**config.mk**
```make
export PLATFORM = sky130hd
export DESIGN_NAME = wb_master_bridge
export DESIGN_NICKNAME = d
export VERILOG_FILES = /design/src/rtl/wb_pkg.sv /design/src/rtl/wb_timeout_ctr.sv /design/src/rtl/wb_master_bridge.sv
export SDC_FILE = /design/constraint.sdc
export NUM_CORES = 1
export LEC_CHECK = 0
export BUFFER_PORTS_ARGS = -buffer_cell sky130_fd_sc_hd__buf_2
export CAP_MARGIN = 40
export CORE_MARGIN = 10
export CORE_UTILIZATION = 51
export DETAILED_ROUTE_END_ITERATION = 10
export MAX_ROUTING_LAYER = met4
export PLACE_DENSITY = 0.95
export SLEW_MARGIN = 15
export SYNTH_ARGS = -nofsm -noshare
export SYNTH_HDL_FRONTEND = slang
export SYNTH_SLANG_ARGS = --single-unit
```
**constraint.sdc**
```tcl
create_clock -name clk -period 8.65 [get_ports clk]
set_input_delay 1.2975 -clock clk [delete_from_list [all_inputs] [get_ports clk]]
set_output_delay 1.2975 -clock clk [all_outputs]
set_load 0.1 [all_outputs]
```
**src/rtl/wb_pkg.sv**
```systemverilog
// wb_pkg: shared types and defaults for the Wishbone master bridge.
//   wb_state_t     - bridge FSM state encoding
//   WB_ADDR_W      - default Wishbone address width
//   WB_DATA_W      - default Wishbone data width
//   WB_TIMEOUT_DEF - default watchdog limit in cycles (0 disables it)
//   wb_ctr_w()     - watchdog counter width for a given limit
package wb_pkg;

    typedef enum logic [1:0] {
        IDLE = 2'd0,
        BUS  = 2'd1,
        DONE = 2'd2
    } wb_state_t;

    localparam int WB_ADDR_W      = 32;
    localparam int WB_DATA_W      = 32;
    localparam int WB_TIMEOUT_DEF = 16;

    // $clog2(t+1) bits hold 0..t; a limit of 0 still needs a legal width.
    function automatic int wb_ctr_w(input int t);
        return (t < 1) ? 1 : $clog2(t + 1);
    endfunction

endpackage

```
**src/rtl/wb_timeout_ctr.sv**
```systemverilog
// wb_timeout_ctr: watchdog for one Wishbone transfer.
//   clk, reset - clock, async active-high reset
//   clear      - hold the count at 0 (bridge idle)
//   enable     - count one cycle of an unacknowledged strobe
//   expired    - count has reached TIMEOUT-1: this edge is the last
//                one the transfer may wait on; tied 0 when TIMEOUT=0
module wb_timeout_ctr
    import wb_pkg::*;
#(
    parameter int TIMEOUT = WB_TIMEOUT_DEF
) (
    input  logic clk,
    input  logic reset,
    input  logic clear,
    input  logic enable,
    output logic expired
);

    generate
        if (TIMEOUT == 0) begin : g_off
            logic unused_in;
            assign unused_in = &{1'b0, clk, reset, clear, enable};
            assign expired   = 1'b0;
        end else begin : g_on
            localparam int            CW   = wb_ctr_w(TIMEOUT);
            localparam logic [CW-1:0] LAST = CW'(TIMEOUT - 1);

            logic [CW-1:0] cnt;

            // Stops at LAST rather than wrapping, so a stuck enable keeps
            // expired asserted instead of cycling back to 0.
            always_ff @(posedge clk or posedge reset) begin
                if (reset)
                    cnt <= '0;
                else if (clear)
                    cnt <= '0;
                else if (enable && cnt != LAST)
                    cnt <= cnt + 1'b1;
            end

            assign expired = (cnt == LAST);
        end
    endgenerate

endmodule

```
**src/rtl/wb_master_bridge.sv**
```systemverilog
// wb_master_bridge: Wishbone classic single-transfer master for the core's
// load/store/fetch port.
//   core_req/we/sel/addr/wdata - one-shot request, sampled only when idle
//   core_rdata                 - read data, held until the next completion
//   core_done / core_err       - one-cycle completion / timeout pulses
//   core_busy                  - high while a transfer is in flight
//   wb_cyc/stb/we/adr/dat_o    - registered Wishbone master outputs
//   wb_core_select             - registered core identifier
//   wb_dat_i / wb_ack          - slave read data / acknowledge
// Every output is a flop; nothing on core_* or wb_ack reaches an output
// combinationally.
module wb_master_bridge
    import wb_pkg::*;
#(
    parameter int ADDR_W  = WB_ADDR_W,
    parameter int DATA_W  = WB_DATA_W,
    parameter int TIMEOUT = WB_TIMEOUT_DEF
) (
    input  logic              clk,
    input  logic              reset,
    input  logic              core_req,
    input  logic              core_we,
    input  logic              core_sel,
    input  logic [ADDR_W-1:0] core_addr,
    input  logic [DATA_W-1:0] core_wdata,
    output logic [DATA_W-1:0] core_rdata,
    output logic              core_done,
    output logic              core_err,
    output logic              core_busy,
    output logic              wb_cyc,
    output logic              wb_stb,
    output logic              wb_we,
    output logic              wb_core_select,
    output logic [ADDR_W-1:0] wb_adr,
    output logic [DATA_W-1:0] wb_dat_o,
    input  logic [DATA_W-1:0] wb_dat_i,
    input  logic              wb_ack
);

    wb_state_t state;
    logic      wdog_clear;
    logic      wdog_en;
    logic      expired;

    assign wdog_clear = (state == IDLE);
    assign wdog_en    = (state == BUS);

    wb_timeout_ctr #(.TIMEOUT(TIMEOUT)) u_wdog (
        .clk     (clk),
        .reset   (reset),
        .clear   (wdog_clear),
        .enable  (wdog_en),
        .expired (expired)
    );

    always_ff @(posedge clk or posedge reset) begin
        if (reset) begin
            state          <= IDLE;
            core_rdata     <= '0;
            core_done      <= 1'b0;
            core_err       <= 1'b0;
            core_busy      <= 1'b0;
            wb_cyc         <= 1'b0;
            wb_stb         <= 1'b0;
            wb_we          <= 1'b0;
            wb_core_select <= 1'b0;
            wb_adr         <= '0;
            wb_dat_o       <= '0;
        end else begin
            case (state)
                IDLE: begin
                    if (core_req) begin
                        wb_adr         <= core_addr;
                        wb_we          <= core_we;
                        // Reads never drive stale write data onto the bus.
                        wb_dat_o       <= core_we ? core_wdata : '0;
                        wb_core_select <= core_sel;
                        wb_cyc         <= 1'b1;
                        wb_stb         <= 1'b1;
                        core_busy      <= 1'b1;
                        state          <= BUS;
                    end
                end
                BUS: begin
                    // Ack is tested first so an ack on the last allowed
                    // cycle completes normally instead of timing out.
                    if (wb_ack) begin
                        wb_cyc    <= 1'b0;
                        wb_stb    <= 1'b0;
                        if (!wb_we)
                            core_rdata <= wb_dat_i;
                        core_done <= 1'b1;
                        state     <= DONE;
                    end else if (expired) begin
                        wb_cyc     <= 1'b0;
                        wb_stb     <= 1'b0;
                        core_rdata <= '0;
                        core_done  <= 1'b1;
                        core_err   <= 1'b1;
                        state      <= DONE;
                    end
                end
                DONE: begin
                    // Requests arriving here are dropped, not queued.
                    core_done <= 1'b0;
                    core_err  <= 1'b0;
                    core_busy <= 1'b0;
                    state     <= IDLE;
                end
                default: state <= IDLE;
            endcase
        end
    end

endmodule

```
After elaboration in Yosys (flattened, before gate mapping)
Cells that the tools add are included.
{"block": "word_totals", "reg_bits": 109, "inputBits": 102, "out_inout_bits": 103, "word_cells": 55}
{"block": "classes", "n_addsub": 1, "n_eq_ne": 9, "mux": 20, "n_reduce_logical": 14}
{"operator": "32-bit two-way mux", "count": 4}
{"operator": "5-bit two-way mux", "count": 2}
{"operator": "2-bit nonzero test", "count": 5}
{"operator": "3-bit AND reduction", "count": 3}
{"operator": "2-bit inequality test (second input constant)", "count": 4}
{"operator": "1-bit one-hot mux with 2 select lines", "count": 4}
{"operator": "2-bit AND reduction", "count": 4}
{"operator": "1-bit two-way mux", "count": 6}
{"operator": "2-bit two-way mux", "count": 3}
{"operator": "5-bit by 1-bit adder with 5-bit output (second input constant)", "count": 1}
{"operator": "5-bit by 4-bit == test with 1-bit output (second input constant)", "count": 1}
{"operator": "5-bit by 4-bit inequality test with 1-bit output (second input constant)", "count": 1}
{"operator": "2-bit one-hot mux with 2 select lines", "count": 1}
{"operator": "3-bit inequality test (second input constant)", "count": 1}
{"operator": "2-bit by 1-bit == test with 1-bit output (second input constant)", "count": 1}
{"operator": "2-bit == test (second input constant)", "count": 1}
{"operator": "2-bit logical NOT", "count": 1}
{"operator": "1-bit logical AND", "count": 1}

Depth between registers and ports, before layout
{"block": "logic_depth", "depth_word": 4, "ltp_mapped": 8, "mapped_depth_nobuf": 6}

Modules after synthesis
A second synthesis with hierarchy kept.
{"block": "hier_totals", "cells_unflattened": 343, "hier_area_um2": 4461.8}
{"module": "wb_master_bridge", "instances": 1, "cells_per_inst": 319, "area_per_inst_um2": 4197.8, "seq_area_each_um2": 2602.5}
{"module": "wb_timeout_ctr", "instances": 1, "cells_per_inst": 24, "area_per_inst_um2": 264.0, "seq_area_each_um2": 125.1}

Worst setup path before layout
No wires, ideal clock.
{"block": "synth_timing", "path_type": "register to output", "startpoint": "register wb_stb", "endpoint": "output wb_stb", "arrival_ns": 1.356, "required_time_ns": 7.352, "slack_ns": 5.997, "stages_incl_launch_ff": 2, "path_buffers": 1, "cell_sequence": "dfrtp_1 > buf_4"}
{"item": "start, declared", "line_no": "wb_master_bridge.sv:31", "text": "output logic wb_stb,"}
{"item": "start signal, assigned", "line_no": "wb_master_bridge.sv:64", "text": "wb_stb <= 1'b0;"}
{"item": "start signal, assigned", "line_no": "wb_master_bridge.sv:79", "text": "wb_stb <= 1'b1;"}
{"item": "start signal, assigned", "line_no": "wb_master_bridge.sv:89", "text": "wb_stb <= 1'b0;"}
No word-level cell between the ends.

Final worst setup path
{"block": "layout_timing", "startpoint": "register wb_stb", "endpoint": "output wb_stb"}
No word-level cell between the ends.

==> results.json <==
{
  "synth.largest_area_cell": "sky130_fd_sc_hd__dfrtp_1",
  "finalHoldViolCount": 0,
  "cts_buffers": 9,
  "die-area_um2": 13080,
  "final_layout_size_suffix_gt1_frac": 0.4302,
  "avgSynthCellArea_um2": 11.10,
  "cts_resized": 0,
  "hold-path-endpoint": "wb_dat_o[30]",
  "grt_start_max_net_pins": 61,
  "yosysMostFrequentCell": "sky130_fd_sc_hd__dfrtp_1",
  "hold_path_depth": 2,
  "floorplan.rows": 34,
  "grtUsageTotal": 0.1830,
  "dr.pass1.iters": 4,
  "combinational_family_with_the_most_area_after_synthesis": "multiplexers",
  "first_global_vias": 3809,
  "grt_antenna_before_repair": 0,
  "ys_top_cells_by_area": "sky130_fd_sc_hd__dfrtp_1 60%, sky130_fd_sc_hd__mux2_2 8.7%, sky130_fd_sc_hd__nand2_1 8.0%",
  "core_area_um2": 8678,
  "drt_wl_total_um": 11810,
  "holdBufCountCts": 0,
  "worst-r2r-setup-slack_ps": 6480,
  "gp_routability_congestion": 0.7964,
  "synth.lib_cells_used.distinct": 31,
  "layout_min_cycle_time_ps": 2527,
  "drt_first_iter_violations": 161,
  "synth_async_sr_flop_share": 1.000,
  "post_synth_fa_ha_maj_area_fraction": 0.01377,
  "path_buf_inv": 1,
  "postSynthCellCount": 409,
  "crit-reg2reg-capture": "core_rdata[18]",
  "htreeDepth": 3,
  "dr_total_vias": 3507,
  "die_height_um": 114.4,
  "worstHoldPathType": "flip-flop to flip-flop",
  "root_driver": "sky130_fd_sc_hd__clkbuf_8",
  "min_period_over_period": 0.2921,
  "number_of_top_level_pins": 205,
  "worstSetupEndpointType": "output port",
  "number_of_post_cts_setup_repair_buffers": 0,
  "overflow": 0,
  "timing.critical_path.slowest_stage_cell": "sky130_fd_sc_hd__buf_2",
  "crit_path_max_incr_delay_ps": 450,
  "first_pass_grt_wire_length_um": 18780,
  "worst_setup_path_start_kind": "flip-flop",
  "slew_viol_final": 0,
  "post-synth-top-area-fraction": 0.6006,
  "ys_seq_area_frac": 0.6006,
  "portBuffers": 204,
  "hold_path_startpoint": "wb_dat_o[30]",
  "dpl.hpwl_um": 9358,
  "worst-slew-pin-transition_ps": 671.2,
  "final_cell_count_no_fill": 717,
  "clock_tree_from_tritoncts": "done",
  "antennaDiodeCount": 0,
  "synth.yosys.warnings": 0,
  "crit_chain": "buf_2",
  "drc_errors": 0,
  "max-cap-violations": 0,
  "critical_path_data_required_time_ps": 7350,
  "clock_tree.buffer_depth": 2,
  "wl_per_cell_um": 16.47,
  "worst-endpoint-arrival_ps": 1230,
  "routed_via_density": 4.891,
  "synth-compound-area-share": 0.05620,
  "detail-route-antenna-nets": 0,
  "num-nets-final": 711,
  "crit_type": "flip-flop to output port",
  "yosys_register_bits": 109,
  "crit_family": "buffers and inverters",
  "cts_num_sinks": 109,
  "area.growth.synth_to_final_pct": 29.09,
  "fin_tns_setup_ps": 0,
  "number_of_flops_mapped_to_enable_cells_by_yosys": 0,
  "max_slew_margin": 0.5525,
  "fmax_mhz": 395.7,
  "synthSimpleGateAreaFrac": 0.09780,
  "crit_path_max_fanout": 4,
  "die_x_um": 114.4,
  "crit-reg2reg-launch": "u_wdog.g_on.cnt[0]",
  "synth_xor_area_frac": 0.003857,
  "yosys-mux-area-fraction": 0.1639,
  "synth_top_flop_cell": "sky130_fd_sc_hd__dfrtp_1",
  "placedCellCount": 701,
  "mappedNetlistNets": 516,
  "report.final.setup_viol": 0,
  "syn-cell-area_um2": 4542,
  "grt_setup_unrepaired": "false",
  "ff2ff_path_depth": 7,
  "worstSkewPairLatency_ps": 360,
  "timing.clock.skew_ps": 13.23,
  "initial_utilization": 0.5234,
  "clkTransAtPathRegs_ps": 100,
  "outcome": "finished, final reports clean",
  "synth.cells.most_frequent": "109 x sky130_fd_sc_hd__dfrtp_1, 97 x sky130_fd_sc_hd__nand2_1, 41 x sky130_fd_sc_hd__inv_1, 35 x sky130_fd_sc_hd__mux2_2, 35 x sky130_fd_sc_hd__mux2i_1"
}
cell usage in the layout, fill, tap and decap left out, types with 2 or more instances in the layout:
master                      count
sky130_fd_sc_hd__clkinv_4       2
sky130_fd_sc_hd__bufinv_16      2
sky130_fd_sc_hd__o21ai_0       30
sky130_fd_sc_hd__ha_1           5
sky130_fd_sc_hd__buf_4          2
sky130_fd_sc_hd__dfrtp_1      109
sky130_fd_sc_hd__mux2_2        35
sky130_fd_sc_hd__buf_2        204
sky130_fd_sc_hd__clkbuf_8      10
sky130_fd_sc_hd__nor2b_1        2
sky130_fd_sc_hd__mux2i_1       35
sky130_fd_sc_hd__inv_1         40
sky130_fd_sc_hd__a21oi_1        5
sky130_fd_sc_hd__nor2_1         5
sky130_fd_sc_hd__nand2_1       97
sky130_fd_sc_hd__o21ai_1        5
how the worst max path moves through the flow:
stage / endpoint / cells past startpoint / slack, ps / start
after floorplan: core_busy / 1 / 4480 / reset
after global placement: core_rdata[21] / 4 / 5910 / wb_ack
after detailed placement: core_rdata[21] / 4 / 5810 / wb_ack
after CTS: wb_cyc / 1 / 6100 / wb_stb
after global routing: wb_cyc / 1 / 6070 / wb_stb
final: wb_stb / 1 / 6120 / wb_stb
registers in the layout (all words and copies together) (netlist names):
register,count
wb_stb,1
u_wdog.g_on.cnt,5
core_busy,1
core_rdata,32
wb_adr,32
wb_we,1
wb_dat_o,32
core_err,1
wb_core_select,1
state,2
core_done,1
through the flow:
step	utilization	hold slack, ps	instance area (um2)	setup WS [ps]
after global routing	0.6756	503.4	5863	6067
after CTS	0.6756	485.2	5863	6104
final	0.6756	479.7	5863	6123
after global placement	0.6435	457.0	5584	5915
after detailed placement	0.6489	464.3	5632	5812
after floorplan	-	513.2	4542	4479
logic make-up (layout without fill, tap and decap cells):
group | Yosys count | after routing
buffers and inverters | 65 | 265
multiplexers | 70 | 70
AND/OR/NAND/NOR | 111 | 111
AO/OA/AOI/OAI | 47 | 47
adder cells (fa/ha/maj) | 5 | 5
XOR/XNOR | 2 | 2
flip-flops | 109 | 109
final cells by class:
cell class | count | area [um2]
Clock buffer | 10 | 137.6
Clock inverter | 6 | 93.84
Fill cell | 659 | 2815
Inverter | 41 | 156.4
Multi-Input combinational cell | 235 | 1529
Sequential cell | 109 | 2728
Tap cell | 108 | 135.1
Timing Repair Buffer | 208 | 1084
metal layers:
metal  share of wire  GRT usage  wire length, um  up-vias
li1                -          -                -     1701
met1            0.39     0.2011             4609     1663
met2            0.52     0.3102             6161      135
met3           0.079    0.06918              937        8
met4          0.0082    0.03843               97        0
met5               0          -                0        -
worst register-to-register path, cell delays in order, from the launching register on:
cell and delay, ps:
sky130_fd_sc_hd__dfrtp_1 420, sky130_fd_sc_hd__ha_1 230, sky130_fd_sc_hd__and3_1 180, sky130_fd_sc_hd__ha_1 270, sky130_fd_sc_hd__o21ai_2 170, sky130_fd_sc_hd__a21o_1 100
sky130_fd_sc_hd__buf_4 440, sky130_fd_sc_hd__mux2i_1 290
Power is left out: the tool's default activity adds up to more than one toggle a clock period on the data nets, which glitch-free logic cannot reach.
